<file path="src/rtl/hazard_pkg.sv">
//==============================================================================
// Module      : hazard_pkg
// Description : Shared hazard encodings, shadow-record type and liveness helper
//               used by the hazard scoreboard and its forwarding selectors.
// Revision    : 1.0 - initial release
//==============================================================================
`default_nettype none

package hazard_pkg;

    // Result type driven by the decoder; must match its hazard_optype encoding.
    typedef enum logic [1:0] {
        OP_NONE = 2'b00,
        OP_ALU  = 2'b10,
        OP_LOAD = 2'b11
    } optype_t;

    // Operand-mux source encoding shared with the ID-stage operand muxes.
    localparam logic [1:0] FWD_RF      = 2'd0;
    localparam logic [1:0] FWD_EX_ALU  = 2'd1;
    localparam logic [1:0] FWD_MEM_ALU = 2'd2;
    localparam logic [1:0] FWD_MEM_LD  = 2'd3;

    typedef struct packed {
        logic [4:0] rd;
        logic [1:0] op;
    } rec_t;

    function automatic logic rec_live(input rec_t r);
        return (r.op != OP_NONE) && (r.rd != 5'd0);
    endfunction

endpackage

`default_nettype wire

</file>
<file path="src/rtl/fwd_select.sv">
//==============================================================================
// Module      : fwd_select
// Description : Combinational forwarding-source selection for one operand.
// Revision    : 1.0 - initial release
//==============================================================================
`default_nettype none

module fwd_select
    import hazard_pkg::*;
(
    input  logic       use_i,
    input  logic [4:0] rs_i,
    input  rec_t       ex_i,
    input  rec_t       mem_i,
    output logic [1:0] sel_o,
    output logic       ex_load_hit_o
);

    logic w_ex_hit;
    logic w_mem_hit;

    assign w_ex_hit  = use_i && (rs_i != 5'd0) && rec_live(ex_i)  && (ex_i.rd  == rs_i);
    assign w_mem_hit = use_i && (rs_i != 5'd0) && rec_live(mem_i) && (mem_i.rd == rs_i);

    assign ex_load_hit_o = w_ex_hit && (ex_i.op == OP_LOAD);

    // The younger EX writer shadows any MEM writer of the same register.
    always_comb begin
        sel_o = FWD_RF;
        if (w_ex_hit && (ex_i.op == OP_ALU)) begin
            sel_o = FWD_EX_ALU;
        end else if (w_mem_hit && (mem_i.op == OP_ALU)) begin
            sel_o = FWD_MEM_ALU;
        end else if (w_mem_hit && (mem_i.op == OP_LOAD)) begin
            sel_o = FWD_MEM_LD;
        end
    end

endmodule

`default_nettype wire

</file>
<file path="src/rtl/hazard_scoreboard.sv">
//==============================================================================
// Module      : hazard_scoreboard
// Description : ID-stage forwarding selects, load-use stall, taken-branch flush
//               and saturating stall/flush event counters.
// Revision    : 1.0 - initial release
//==============================================================================
`default_nettype none

module hazard_scoreboard
    import hazard_pkg::*;
#(
    parameter int CNT_W = 16
) (
    input  logic             clk,
    input  logic             rst_n,
    input  logic             id_valid,
    input  logic [4:0]       id_rs1,
    input  logic [4:0]       id_rs2,
    input  logic [4:0]       id_rd,
    input  logic             id_rs1use,
    input  logic             id_rs2use,
    input  logic             id_regwrite,
    input  logic [1:0]       id_optype,
    input  logic             id_branch,
    output logic [1:0]       fwd_a_sel,
    output logic [1:0]       fwd_b_sel,
    output logic             stall,
    output logic             flush_ifid,
    output logic [CNT_W-1:0] stall_cnt,
    output logic [CNT_W-1:0] flush_cnt
);

    localparam logic [CNT_W-1:0] C_CNT_ONE = {{(CNT_W-1){1'b0}}, 1'b1};

    rec_t             ex_q, ex_d;
    rec_t             mem_q;
    logic [CNT_W-1:0] stall_cnt_q, stall_cnt_d;
    logic [CNT_W-1:0] flush_cnt_q, flush_cnt_d;

    logic [1:0]       w_sel_a, w_sel_b;
    logic             w_hit_a, w_hit_b;

    fwd_select u_fwd_a (
        .use_i         (id_rs1use),
        .rs_i          (id_rs1),
        .ex_i          (ex_q),
        .mem_i         (mem_q),
        .sel_o         (w_sel_a),
        .ex_load_hit_o (w_hit_a)
    );

    fwd_select u_fwd_b (
        .use_i         (id_rs2use),
        .rs_i          (id_rs2),
        .ex_i          (ex_q),
        .mem_i         (mem_q),
        .sel_o         (w_sel_b),
        .ex_load_hit_o (w_hit_b)
    );

    assign stall      = id_valid & (w_hit_a | w_hit_b);
    // A branch compared on stale operands during a stall re-resolves next cycle.
    assign flush_ifid = id_branch & id_valid & ~stall;
    assign fwd_a_sel  = stall ? FWD_RF : w_sel_a;
    assign fwd_b_sel  = stall ? FWD_RF : w_sel_b;
    assign stall_cnt  = stall_cnt_q;
    assign flush_cnt  = flush_cnt_q;

    always_comb begin
        ex_d = '0;
        if (!stall && id_valid && id_regwrite && (id_rd != 5'd0)) begin
            ex_d.rd = id_rd;
            ex_d.op = id_optype;
        end
    end

    always_comb begin
        stall_cnt_d = stall_cnt_q;
        flush_cnt_d = flush_cnt_q;
        if (stall && !(&stall_cnt_q)) begin
            stall_cnt_d = stall_cnt_q + C_CNT_ONE;
        end
        if (flush_ifid && !(&flush_cnt_q)) begin
            flush_cnt_d = flush_cnt_q + C_CNT_ONE;
        end
    end

    // WB is not shadowed: the register file is write-first.
    always_ff @(posedge clk or negedge rst_n) begin
        if (!rst_n) begin
            ex_q        <= '0;
            mem_q       <= '0;
            stall_cnt_q <= '0;
            flush_cnt_q <= '0;
        end else begin
            ex_q        <= ex_d;
            mem_q       <= ex_q;
            stall_cnt_q <= stall_cnt_d;
            flush_cnt_q <= flush_cnt_d;
        end
    end

endmodule

`default_nettype wire

</file>
<file path="config.mk">
export PLATFORM = sky130hd
export DESIGN_NAME = hazard_scoreboard
export DESIGN_NICKNAME = d
export VERILOG_FILES = /design/src/rtl/hazard_pkg.sv /design/src/rtl/fwd_select.sv /design/src/rtl/hazard_scoreboard.sv
export SDC_FILE = /design/constraint.sdc
export NUM_CORES = 1
export LEC_CHECK = 0
export CAP_MARGIN = 20
export CORE_ASPECT_RATIO = 2
export CORE_MARGIN = 2
export CORE_UTILIZATION = 45
export DETAILED_ROUTE_END_ITERATION = 12
export PLACE_DENSITY = 0.75
export SLEW_MARGIN = 20
export SYNTH_ARGS = -nofsm -noshare
export SYNTH_HDL_FRONTEND = slang
export SYNTH_SLANG_ARGS = --single-unit
</file>
<file path="constraint.sdc">
create_clock -name clk -period 2.9 [get_ports clk]
set_input_delay 0.29 -clock clk [delete_from_list [all_inputs] [get_ports clk]]
set_output_delay 0.29 -clock clk [all_outputs]
set_load 0.02 [all_outputs]
</file>
## Yosys cells after proc, flatten, opt, wreduce, memory -nomap -nowiden

Cells that the tools add are included.

| storage, ports and cells | value |
|---|---|
| flip-flop bits (word level) | 46 |
| input port bits | 24 |
| logic and storage cells | 67 |

| operators by class | value |
|---|---|
| add/sub/neg operators | 2 |
| eq/ne operators | 8 |
| multiplexer cells | 9 |
| bitwise gates (word level) | 5 |
| reduce and logical (&&, ||, !) cells | 37 |

Operator list:

| operator | number |
|---|---|
| 16-bit by 1-bit adder with 16-bit output (second input constant) | 2 |
| 16-bit AND reduction | 2 |
| 1-bit logical AND | 25 |
| 5-bit nonzero test | 5 |
| 5-bit equality test | 4 |
| 2-bit 2-to-1 mux | 8 |
| 2-bit equality test (second input constant) | 4 |
| 7-bit 2-to-1 mux | 1 |
| 2-bit nonzero test | 2 |
| 1-bit bitwise AND | 3 |
| 1-bit zero test | 3 |
| 1-bit inverter | 1 |
| 1-bit bitwise OR | 1 |

## Depth between registers and ports, before layout

Gate-level depths: netlist (run 1).

| depth | value |
|---|---|
| depth after elaboration | 12 |
| gate-level depth with buffers | 7 |
| depth with buffers taken out | 6 |

## Modules after synthesis

Synthesis (run 1) repeated with hierarchy kept, for this count alone.

| unflattened totals | value |
|---|---|
| cells, all modules | 247 |
| area, all modules | 2556.2 µm² |

Modules (own cells, without submodules):

| module | times used | cells each | area each (µm²) | seq. area each (µm²) |
|---|---|---|---|---|
| hazard_scoreboard | 1 | 185 | 2103.3 | 1151.1 |
| fwd_select | 2 | 31 | 226.5 | 0.0 |

## Least setup slack after synthesis (run 1)

OpenSTA, ideal clock, no wires.

| path | value |
|---|---|
| kind | reg2out |
| start | reg ex_q[2] (netlist bit) |
| end | out fwd_a_sel[1] |
| arrival | 2326 ps |
| setup slack | 284 ps |
| stages on the path, launching flop included | 6 |
| cells stage by stage | dfrtp_1 or4_1 o22ai_2 nor4_1 o21a_1 nor4b_1 |

| between the ends | value |
|---|---|
| cells in the longest elaborated chain, start to end | 8 |
| elaborated cells between the ends (all ways) | 15 |

RTL lines:

| what | line | source |
|---|---|---|
| start, declared | hazard_scoreboard.sv:35 | `rec_t ex_q, ex_d;` |
| start signal, assigned | hazard_scoreboard.sv:91 | `ex_q <= '0;` |
| start signal, assigned | hazard_scoreboard.sv:96 | `ex_q <= ex_d;` |
| 5-bit nonzero test | hazard_pkg.sv:30 | `return (r.op != OP_NONE) && (r.rd != 5'd0);` |
| 1-bit logical AND | hazard_pkg.sv:30 |  |
| 1-bit logical AND (2 in series) | fwd_select.sv:22 | `assign w_ex_hit = use_i && (rs_i != 5'd0) && rec_live(ex_i) && (ex_i.rd == rs_i);` |
| 1-bit logical AND | fwd_select.sv:25 | `assign ex_load_hit_o = w_ex_hit && (ex_i.op == OP_LOAD);` |
| 1-bit bitwise OR * | hazard_scoreboard.sv:61 | `assign stall = id_valid & (w_hit_a \| w_hit_b);` |
| 1-bit bitwise AND * | hazard_scoreboard.sv:61 |  |
| named net stall | hazard_scoreboard.sv:27 | `output logic stall,` |
| 2-bit 2-to-1 mux * | hazard_scoreboard.sv:64 | `assign fwd_a_sel = stall ? FWD_RF : w_sel_a;` |
| end, declared | hazard_scoreboard.sv:25 | `output logic [1:0] fwd_a_sel,` |

Mark *: on every way through the listed nets, which the timed path passes. The rest lies on a longest branch.

## Worst setup path in the final report (run 1)

| path | value |
|---|---|
| start | in id_rs1[2] |
| end | out stall |

| between the ends | value |
|---|---|
| cells in the longest elaborated chain, start to end | 7 |
| elaborated cells between the ends (all ways) | 8 |

RTL lines:

| what | line | source |
|---|---|---|
| start, declared | hazard_scoreboard.sv:17 | `input logic [4:0] id_rs1,` |
| 5-bit nonzero test | fwd_select.sv:22 |  |
| 1-bit logical AND (2 in series) | fwd_select.sv:22 |  |
| 1-bit logical AND * | fwd_select.sv:22 |  |
| 1-bit logical AND * | fwd_select.sv:25 |  |
| 1-bit bitwise OR * | hazard_scoreboard.sv:61 |  |
| 1-bit bitwise AND * | hazard_scoreboard.sv:61 |  |
| end, declared | hazard_scoreboard.sv:27 |  |

Mark *: on every way between the ends. The rest lies on a longest branch, timed or not.

==> results of run 1 <==
flip-flops by register name, summed over array words and instances, names as in the netlist:
signal and count:
ex_q 7, flush_cnt 16, mem_q 7, stall_cnt 16
critical path, delay by kind of cell:
kind                      cells  cell delay [ns]
AOI/OAI and AO/OA             1             0.24
xor gates and xnor gates      1             0.21
and+or+nand+nor               2             0.45
buffers and inverters         4             1.29
cell usage in the layout, fill, tap and decap left out, types with 3 or more instances in the layout:
cell type	count
sky130_fd_sc_hd__nor2_1	11
sky130_fd_sc_hd__nor4_1	5
sky130_fd_sc_hd__and3_1	3
sky130_fd_sc_hd__nor3_1	8
sky130_fd_sc_hd__dlygate4sd2_1	5
sky130_fd_sc_hd__inv_1	3
sky130_fd_sc_hd__o311a_1	3
sky130_fd_sc_hd__nand4_1	11
sky130_fd_sc_hd__buf_4	20
sky130_fd_sc_hd__clkdlybuf4s50_1	55
sky130_fd_sc_hd__nor4_2	3
sky130_fd_sc_hd__xor2_1	14
sky130_fd_sc_hd__dfrtp_1	46
sky130_fd_sc_hd__and2_1	5
sky130_fd_sc_hd__o211ai_1	3
sky130_fd_sc_hd__or3_1	3
sky130_fd_sc_hd__clkbuf_8	5
sky130_fd_sc_hd__nand3_1	11
sky130_fd_sc_hd__or4_1	5
sky130_fd_sc_hd__xnor2_1	35
sky130_fd_sc_hd__nand2_1	26
area by class of cell:
type	instances	area share [%]
clock buffers	6	2.21
clock inverters	2	1.14
inverters	3	0.343
multi-input cells	170	36.4
flip-flops and latches	46	35.0
well taps	58	2.21
repair buffers	80	22.7
kinds of logic (layout without fill, tap and decap cells):
family / Yosys count / count (layout) / share of synthesized area [%]
flops: 46 / 46 / 49.0
simple gates: 100 / 100 / 23.3
buf+inv: 4 / 91 / 0.692
fa+ha+maj: 2 / 2 / 1.07
xor+xnor: 49 / 49 / 18.3
mux: 2 / 2 / 0.959
compound gates: 17 / 17 / 6.71
where the power goes:
part,switching (mW),leakage (nW),internal [mW]
Clock,0.213,0.0514,0.257
Sequential,0.0606,0.620,0.688
Combinational,0.155,0.737,0.166
Total,0.428,1.41,1.11
through the flow:
stage | area [sq um] | instances | total power [mW] | TNS (ns)
after floorplan | 2350 | 220 | 0.905 | 0
after global placement | 3160 | 357 | 1.08 | -0.239
after detailed placement | 3160 | 357 | 1.08 | -0.459
after CTS | 3280 | 365 | 1.56 | 0
after global routing | 3280 | 365 | 1.62 | 0
final | 3280 | 365 | 1.54 | 0
how the worst max path moves through the flow:
stage                          from           end  cells after the start  slack, ns
after floorplan             ex_q[2]  fwd_a_sel[1]                      5       0.28
after global placement    id_rs1[1]  fwd_a_sel[1]                      7      -0.08
after detailed placement  id_rs1[1]  fwd_a_sel[1]                      7      -0.13
after CTS                 id_rs1[2]         stall                      8       0.12
after global routing      id_rs1[2]         stall                      8      0.004
final                     id_rs1[2]         stall                      8       0.12
routing by layer:
layer | vias to the layer above | routed length [um] | global-route usage (%)
met5 | - | 0 | 0
met4 | 0 | 51 | 7.32
met3 | 2 | 163 | 2.95
met2 | 40 | 3230 | 39.1
met1 | 971 | 2000 | 22.9
li1 | 961 | - | -
==> impl_metrics.xml, run 1 <==
<?xml version="1.0" encoding="UTF-8"?>
<metrics>
  <group name="route">
    <metric name="drtAntennaViolNets" unit="">0</metric>
    <metric name="route.final.wire_length" unit="um">5440</metric>
    <metric name="wire_per_inst" unit="um">14.9</metric>
    <metric name="vias" unit="">1974</metric>
    <metric name="drt_iter0_drc" unit="">22</metric>
    <metric name="drt_drc_violations_left" unit="">0</metric>
    <metric name="firstDrtPassIters" unit="">4</metric>
    <metric name="route.detailed.vias_per_inst" unit="">5.41</metric>
  </group>
  <group name="final_layout">
    <metric name="layout.nets" unit="">332</metric>
    <metric name="drive_above_1_share" unit="%">11.4</metric>
    <metric name="antennaDiodeCount" unit="">0</metric>
    <metric name="syn_to_final_growth" unit="%">39.9</metric>
    <metric name="ff_latch_area" unit="sq um">1150</metric>
    <metric name="finish.utilization" unit="%">64.5</metric>
    <metric name="multiInputGateArea" unit="sq um">1190</metric>
    <metric name="filler_cell_count" unit="">424</metric>
  </group>
  <group name="yosys">
    <metric name="netlist.area_leader.share" unit="%">49.0</metric>
    <metric name="syn-mean-instance-area" unit="sq um">10.7</metric>
    <metric name="yosys.cell_types.count" unit="">37</metric>
    <metric name="number_of_synthesized_flops_with_an_enable_pin" unit="">0</metric>
    <metric name="number_of_warnings_issued_by_yosys" unit="">0</metric>
    <metric name="syn-num-nets" unit="">246</metric>
    <metric name="synth_async_sr_flop_share" unit="%">100</metric>
    <metric name="yosys_most_used_dff" unit="">sky130_fd_sc_hd__dfrtp_1</metric>
    <metric name="area_leader_netlist" unit="">sky130_fd_sc_hd__dfrtp_1</metric>
    <metric name="mappedNetlistArea" unit="sq um">2350</metric>
    <metric name="most_frequent_cell_after_synthesis" unit="">sky130_fd_sc_hd__dfrtp_1</metric>
    <metric name="synth-seq-cells" unit="">46</metric>
    <metric name="synth_sequential_area_ratio" unit="%">49.0</metric>
    <metric name="netlist_instances" unit="">220</metric>
    <metric name="synth_top_cells_by_count" unit="">46 x sky130_fd_sc_hd__dfrtp_1, 35 x sky130_fd_sc_hd__xnor2_1, 26 x sky130_fd_sc_hd__nand2_1, 14 x sky130_fd_sc_hd__xor2_1</metric>
    <metric name="synth_top_cells_by_area" unit="">sky130_fd_sc_hd__dfrtp_1 49%, sky130_fd_sc_hd__xnor2_1 13%, sky130_fd_sc_hd__xor2_1 5.2%, sky130_fd_sc_hd__nand2_1 4.2%, sky130_fd_sc_hd__nand4_1 2.9%</metric>
  </group>
  <group name="clocking">
    <metric name="cts.clk_slew.worst_paths" unit="ns">0.08</metric>
    <metric name="cts_tree" unit="">yes</metric>
    <metric name="tritoncts_num_sinks" unit="">46</metric>
    <metric name="cts.repair_timing.setup_buffer_count" unit="">0</metric>
    <metric name="clock_tree.htree_level_count" unit="">2</metric>
    <metric name="cts_hold_buf" unit="">0</metric>
    <metric name="cts_resized" unit="">7</metric>
    <metric name="clock_tree_buffer_depth" unit="">2</metric>
    <metric name="clkLatencyLatePin" unit="ns">0.30</metric>
    <metric name="tritoncts.num_buffers" unit="">5</metric>
    <metric name="clock_tree.root_cell" unit="">sky130_fd_sc_hd__clkbuf_8</metric>
  </group>
  <group name="critical_path">
    <metric name="crit-reg2reg-capture" unit="">flush_cnt[7]</metric>
    <metric name="critical_path.max_stage_delay" unit="ns">0.59</metric>
    <metric name="r2r_start" unit="">ex_q[4]</metric>
    <metric name="cp_max_fo" unit="">4</metric>
    <metric name="required" unit="ns">2.61</metric>
    <metric name="reg2regPathDepth" unit="">8</metric>
    <metric name="end_kind" unit="">primary output</metric>
    <metric name="timing.critical_path.slowest_stage_cell" unit="">sky130_fd_sc_hd__clkdlybuf4s50_1</metric>
    <metric name="setup.reg_to_reg.worst_slack" unit="ns">0.24</metric>
    <metric name="cp.arrival" unit="ns">2.49</metric>
    <metric name="crit_path_cell_trace" unit="">clkdlybuf4s50_1 -&gt; buf_4 -&gt; xnor2_1 -&gt; nand2_1 -&gt; nor4_2 -&gt; o21a_1 -&gt; buf_4 -&gt; clkdlybuf4s50_1</metric>
    <metric name="critical_path_class" unit="">in -&gt; out</metric>
    <metric name="startpoint_class" unit="">input pin</metric>
  </group>
  <group name="floorplan">
    <metric name="floorplan.die.height" unit="um">106</metric>
    <metric name="floorplan.rows" unit="">37</metric>
    <metric name="initial_core_util" unit="%">46.1</metric>
    <metric name="floorplan.core_area" unit="sq um">5090</metric>
    <metric name="floorplan.die.width" unit="um">55.1</metric>
    <metric name="ios" unit="">62</metric>
    <metric name="design.die.area" unit="sq um">5850</metric>
  </group>
  <group name="sta">
    <metric name="max_slew_margin" unit="%">59.4</metric>
    <metric name="fin_skew" unit="ns">0.0119</metric>
    <metric name="timing_hold_violations_final" unit="">29</metric>
    <metric name="max_slew.worst_pin.slew" unit="ns">0.603</metric>
    <metric name="fin_hold_ws" unit="ns">-0.0169</metric>
    <metric name="finalMaxSlewViolations" unit="">0</metric>
    <metric name="setup_slack" unit="ns">0.118</metric>
    <metric name="grt_setup_unrepaired" unit="">no</metric>
    <metric name="report.final.setup_viol" unit="">0</metric>
    <metric name="min_period_over_period" unit="%">95.9</metric>
    <metric name="period_minus_slack" unit="ns">2.78</metric>
    <metric name="fmaxAchievable" unit="MHz">360</metric>
  </group>
  <group name="flow_run">
    <metric name="max_cap_viol_count" unit="">0</metric>
  </group>
  <group name="place">
    <metric name="place.gp.congestion" unit="">0.773</metric>
    <metric name="dp_slack" unit="ns">-0.133</metric>
    <metric name="place_hpwl" unit="um">4270</metric>
    <metric name="place.port_buffers" unit="">61</metric>
  </group>
  <group name="global_route">
    <metric name="grt_overflow" unit="">0</metric>
    <metric name="grt_pass1_wl" unit="um">9040</metric>
    <metric name="largest_net_degree_at_the_start_of_global_routing" unit="">47</metric>
    <metric name="antenna_found_initial" unit="">0</metric>
    <metric name="first_global_vias" unit="">1977</metric>
    <metric name="grt_usage" unit="%">21.2</metric>
  </group>
  <group name="hold_path">
    <metric name="worstHoldPathType" unit="">in -&gt; async</metric>
  </group>
  <group name="power_and_ir_drop">
    <metric name="vdd_ir_drop_max" unit="mV">0.456</metric>
    <metric name="power-per-cell-area" unit="nW/um^2">469</metric>
    <metric name="p_leak" unit="nW">1.41</metric>
  </group>
  <group name="outcome">
    <metric name="violations" unit="">negative hold slack</metric>
    <metric name="run_status" unit="">complete, but fails checks</metric>
  </group>
</metrics>
Power figures use the tool's default switching activity.
==> inputs of run 2 (changes only) <==
--- a/config.mk
+++ b/config.mk
@@ -10,8 +10,10 @@
 export CORE_MARGIN = 2
 export CORE_UTILIZATION = 45
 export DETAILED_ROUTE_END_ITERATION = 12
+export GPL_TIMING_DRIVEN = 0
 export PLACE_DENSITY = 0.75
 export SLEW_MARGIN = 20
 export SYNTH_ARGS = -nofsm -noshare
 export SYNTH_HDL_FRONTEND = slang
 export SYNTH_SLANG_ARGS = --single-unit
+export TNS_END_PERCENT = 30
==> constraint.sdc (replaced) <==
create_clock -name clk -period 3.55 [get_ports clk]
set_input_delay 0.355 -clock clk [delete_from_list [all_inputs] [get_ports clk]]
set_output_delay 0.355 -clock clk [all_outputs]
set_load 0.02 [all_outputs]
==> run 2 against run 1 <==
  * The flow now finishes without violations
  * Register-to-register slack improved by 0.71 ns
  * First-iteration DRC count rose by 73%
  * Worst hold slack improved by 0.047 ns
  * Non-clock buffer count fell by 16
  * Via count fell by 3.6%
  * Sequential share of layout area rose by 1.4 points
  * Sequential power fell by 18%
  * Clock power fell by 30%
  * Total power fell by 22%
  * Critical endpoint is now flush_ifid
==> impl_metrics.xml, run 2 (synthesis results as in run 1) <==
<?xml version="1.0" encoding="UTF-8"?>
<metrics>
  <group name="power_and_ir_drop">
    <metric name="pwr-share-clk" unit="%">27.6</metric>
    <metric name="switching_share" unit="%">29.0</metric>
    <metric name="vdd_ir_drop_max" unit="mV">0.348</metric>
    <metric name="internal_power" unit="mW">0.849</metric>
    <metric name="p_sw" unit="mW">0.347</metric>
    <metric name="p_leak" unit="nW">1.31</metric>
    <metric name="power.total" unit="mW">1.20</metric>
    <metric name="comb_pwr_share" unit="%">21.4</metric>
    <metric name="power-per-cell-area" unit="nW/um^2">379</metric>
    <metric name="seq_power_share" unit="%">51.1</metric>
  </group>
  <group name="route">
    <metric name="firstDrtPassIters" unit="">4</metric>
    <metric name="route.detailed.vias_per_inst" unit="">5.45</metric>
    <metric name="wire_per_inst" unit="um">15.7</metric>
    <metric name="vias" unit="">1902</metric>
    <metric name="route.final.wire_length" unit="um">5480</metric>
    <metric name="drt_iter0_drc" unit="">38</metric>
    <metric name="drtAntennaViolNets" unit="">0</metric>
    <metric name="drt_drc_violations_left" unit="">0</metric>
  </group>
  <group name="clocking">
    <metric name="clkLatencyLatePin" unit="ns">0.30</metric>
    <metric name="cts_tree" unit="">yes</metric>
    <metric name="cts_hold_buf" unit="">0</metric>
    <metric name="clock_tree.root_cell" unit="">sky130_fd_sc_hd__clkbuf_8</metric>
    <metric name="tritoncts.num_buffers" unit="">5</metric>
    <metric name="clock_tree_buffer_depth" unit="">2</metric>
    <metric name="cts.clk_slew.worst_paths" unit="ns">0.08</metric>
    <metric name="clock_tree.htree_level_count" unit="">2</metric>
    <metric name="tritoncts_num_sinks" unit="">46</metric>
  </group>
  <group name="global_route">
    <metric name="grt_overflow" unit="">0</metric>
    <metric name="antenna_found_initial" unit="">0</metric>
    <metric name="first_global_vias" unit="">1813</metric>
    <metric name="grt_pass1_wl" unit="um">8740</metric>
    <metric name="grt_usage" unit="%">20.4</metric>
    <metric name="largest_net_degree_at_the_start_of_global_routing" unit="">26</metric>
  </group>
  <group name="critical_path">
    <metric name="startpoint_class" unit="">input pin</metric>
    <metric name="cp.arrival" unit="ns">3.06</metric>
    <metric name="end_kind" unit="">primary output</metric>
    <metric name="cp_max_fo" unit="">10</metric>
    <metric name="critical_path_class" unit="">in -&gt; out</metric>
    <metric name="required" unit="ns">3.19</metric>
    <metric name="reg2regPathDepth" unit="">6</metric>
  </group>
  <group name="place">
    <metric name="place.port_buffers" unit="">61</metric>
    <metric name="post_dp_cell_area" unit="sq um">3050</metric>
    <metric name="place.gp.congestion" unit="">0.768</metric>
    <metric name="place_hpwl" unit="um">4150</metric>
  </group>
  <group name="sta">
    <metric name="min_period_over_period" unit="%">96.2</metric>
    <metric name="timing_hold_violations_final" unit="">0</metric>
    <metric name="max_slew_margin" unit="%">41.2</metric>
    <metric name="fmaxAchievable" unit="MHz">293</metric>
    <metric name="fin_hold_ws" unit="ns">0.0306</metric>
    <metric name="fin_tns_setup" unit="ns">0</metric>
    <metric name="max_slew.worst_pin.slew" unit="ns">0.875</metric>
    <metric name="report.final.setup_viol" unit="">0</metric>
    <metric name="finalMaxSlewViolations" unit="">0</metric>
    <metric name="period_minus_slack" unit="ns">3.41</metric>
    <metric name="fin_skew" unit="ns">0.00695</metric>
    <metric name="grt_setup_unrepaired" unit="">no</metric>
  </group>
  <group name="hold_path">
    <metric name="worstHoldPathType" unit="">in -&gt; async</metric>
  </group>
  <group name="floorplan">
    <metric name="ios" unit="">62</metric>
    <metric name="design.die.area" unit="sq um">5850</metric>
    <metric name="floorplan.die.height" unit="um">106</metric>
    <metric name="initial_core_util" unit="%">46.1</metric>
    <metric name="floorplan.die.width" unit="um">55.1</metric>
    <metric name="floorplan.core_area" unit="sq um">5090</metric>
    <metric name="floorplan.rows" unit="">37</metric>
  </group>
  <group name="outcome">
    <metric name="run_status" unit="">finished, final reports clean</metric>
  </group>
  <group name="final_layout">
    <metric name="design_area" unit="sq um">3160</metric>
    <metric name="most-common-layout-cells" unit="">60 x sky130_fd_sc_hd__clkdlybuf4s50_1, 46 x sky130_fd_sc_hd__dfrtp_1, 35 x sky130_fd_sc_hd__xnor2_1</metric>
    <metric name="drive_above_1_share" unit="%">6.87</metric>
    <metric name="final_common_cell" unit="">sky130_fd_sc_hd__clkdlybuf4s50_1</metric>
    <metric name="finish.utilization" unit="%">62.0</metric>
    <metric name="antennaDiodeCount" unit="">0</metric>
    <metric name="layout.nets" unit="">316</metric>
    <metric name="syn_to_final_growth" unit="%">34.5</metric>
    <metric name="filler_cell_count" unit="">451</metric>
  </group>
  <group name="flow_run">
    <metric name="max_cap_viol_count" unit="">0</metric>
  </group>
</metrics>
run 2: worst paths after layout:
kind | end | slack, ns | start
worst max-delay path | flush_ifid | 0.14 | id_rs2[2]
worst min-delay path | flush_cnt[5] | 0.03 | rst_n
worst max register to register | stall_cnt[14] | 0.95 | ex_q[3]
worst min register to register | mem_q[4] | 0.47 | ex_q[4]
max in group asynchronous | stall_cnt[8] | 3.00 | rst_n
min in group clk | mem_q[4] | 0.47 | ex_q[4]
run 2: power by group through the flow:
| stage | clock (mW) | sequential, mW | combinational, mW |
|---|---|---|---|
| floorplan | 0 | 0.651 | 0.0882 |
| global placement | 0 | 0.621 | 0.248 |
| detailed placement | 0 | 0.620 | 0.256 |
| CTS | 0.344 | 0.611 | 0.257 |
| global route | 0.362 | 0.617 | 0.278 |
| finish | 0.330 | 0.611 | 0.255 |
run 2: layer usage:
| layer | routed length (um) | GRT usage [%] | vias up |
|---|---|---|---|
| li1 | - | - | 930 |
| met1 | 2090 | 23.0 | 920 |
| met2 | 3150 | 36.6 | 42 |
| met3 | 137 | 2.53 | 10 |
| met4 | 101 | 7.84 | 0 |
| met5 | 0 | 0 | - |
run 2: timing repair:
action | in CTS | in global routing
setup buffers | 0 | 1
setup endpoints to repair | 1 | 2
pin swaps | 1 | 1
resized for setup | 0 | 3
gates cloned | 0 | 0
run 2: cell type report:
type                       instances  area [sq um]  area share, %
buffer                             1          7.51          0.238
clock buffer                       6          82.6           2.61
multi-input combinational        170          1190           37.6
sequential                        46          1150           36.4
tap                               58          72.6           2.30
inverter                           3          11.3          0.357
timing repair buffer              63           633           20.0
clock inverter                     2          12.5          0.396
run 2: through the flow:
step | instances | setup slack [ns]
after global placement | 339 | 0.0230
after CTS | 348 | 0.0176
final | 349 | 0.135
after floorplan | 220 | 0.869
after detailed placement | 340 | 0.000556
after global routing | 349 | 0.0218
run 2: critical path, stage by stage:
cell and delay (ns):
sky130_fd_sc_hd__clkdlybuf4s50_1 0.48, sky130_fd_sc_hd__or4_1 0.52, sky130_fd_sc_hd__o21ai_1 0.23, sky130_fd_sc_hd__nor4_2 0.15, sky130_fd_sc_hd__a311oi_4 0.44, sky130_fd_sc_hd__buf_4 0.25
sky130_fd_sc_hd__clkdlybuf4s50_1 0.62
==> inputs of run 3 (changes only) <==
--- a/config.mk
+++ b/config.mk
@@ -16,4 +16,3 @@
 export SYNTH_ARGS = -nofsm -noshare
 export SYNTH_HDL_FRONTEND = slang
 export SYNTH_SLANG_ARGS = --single-unit
-export TNS_END_PERCENT = 30
==> results of run 3 <==
The final DEF is identical to that of run 2; final timing and power are the same.
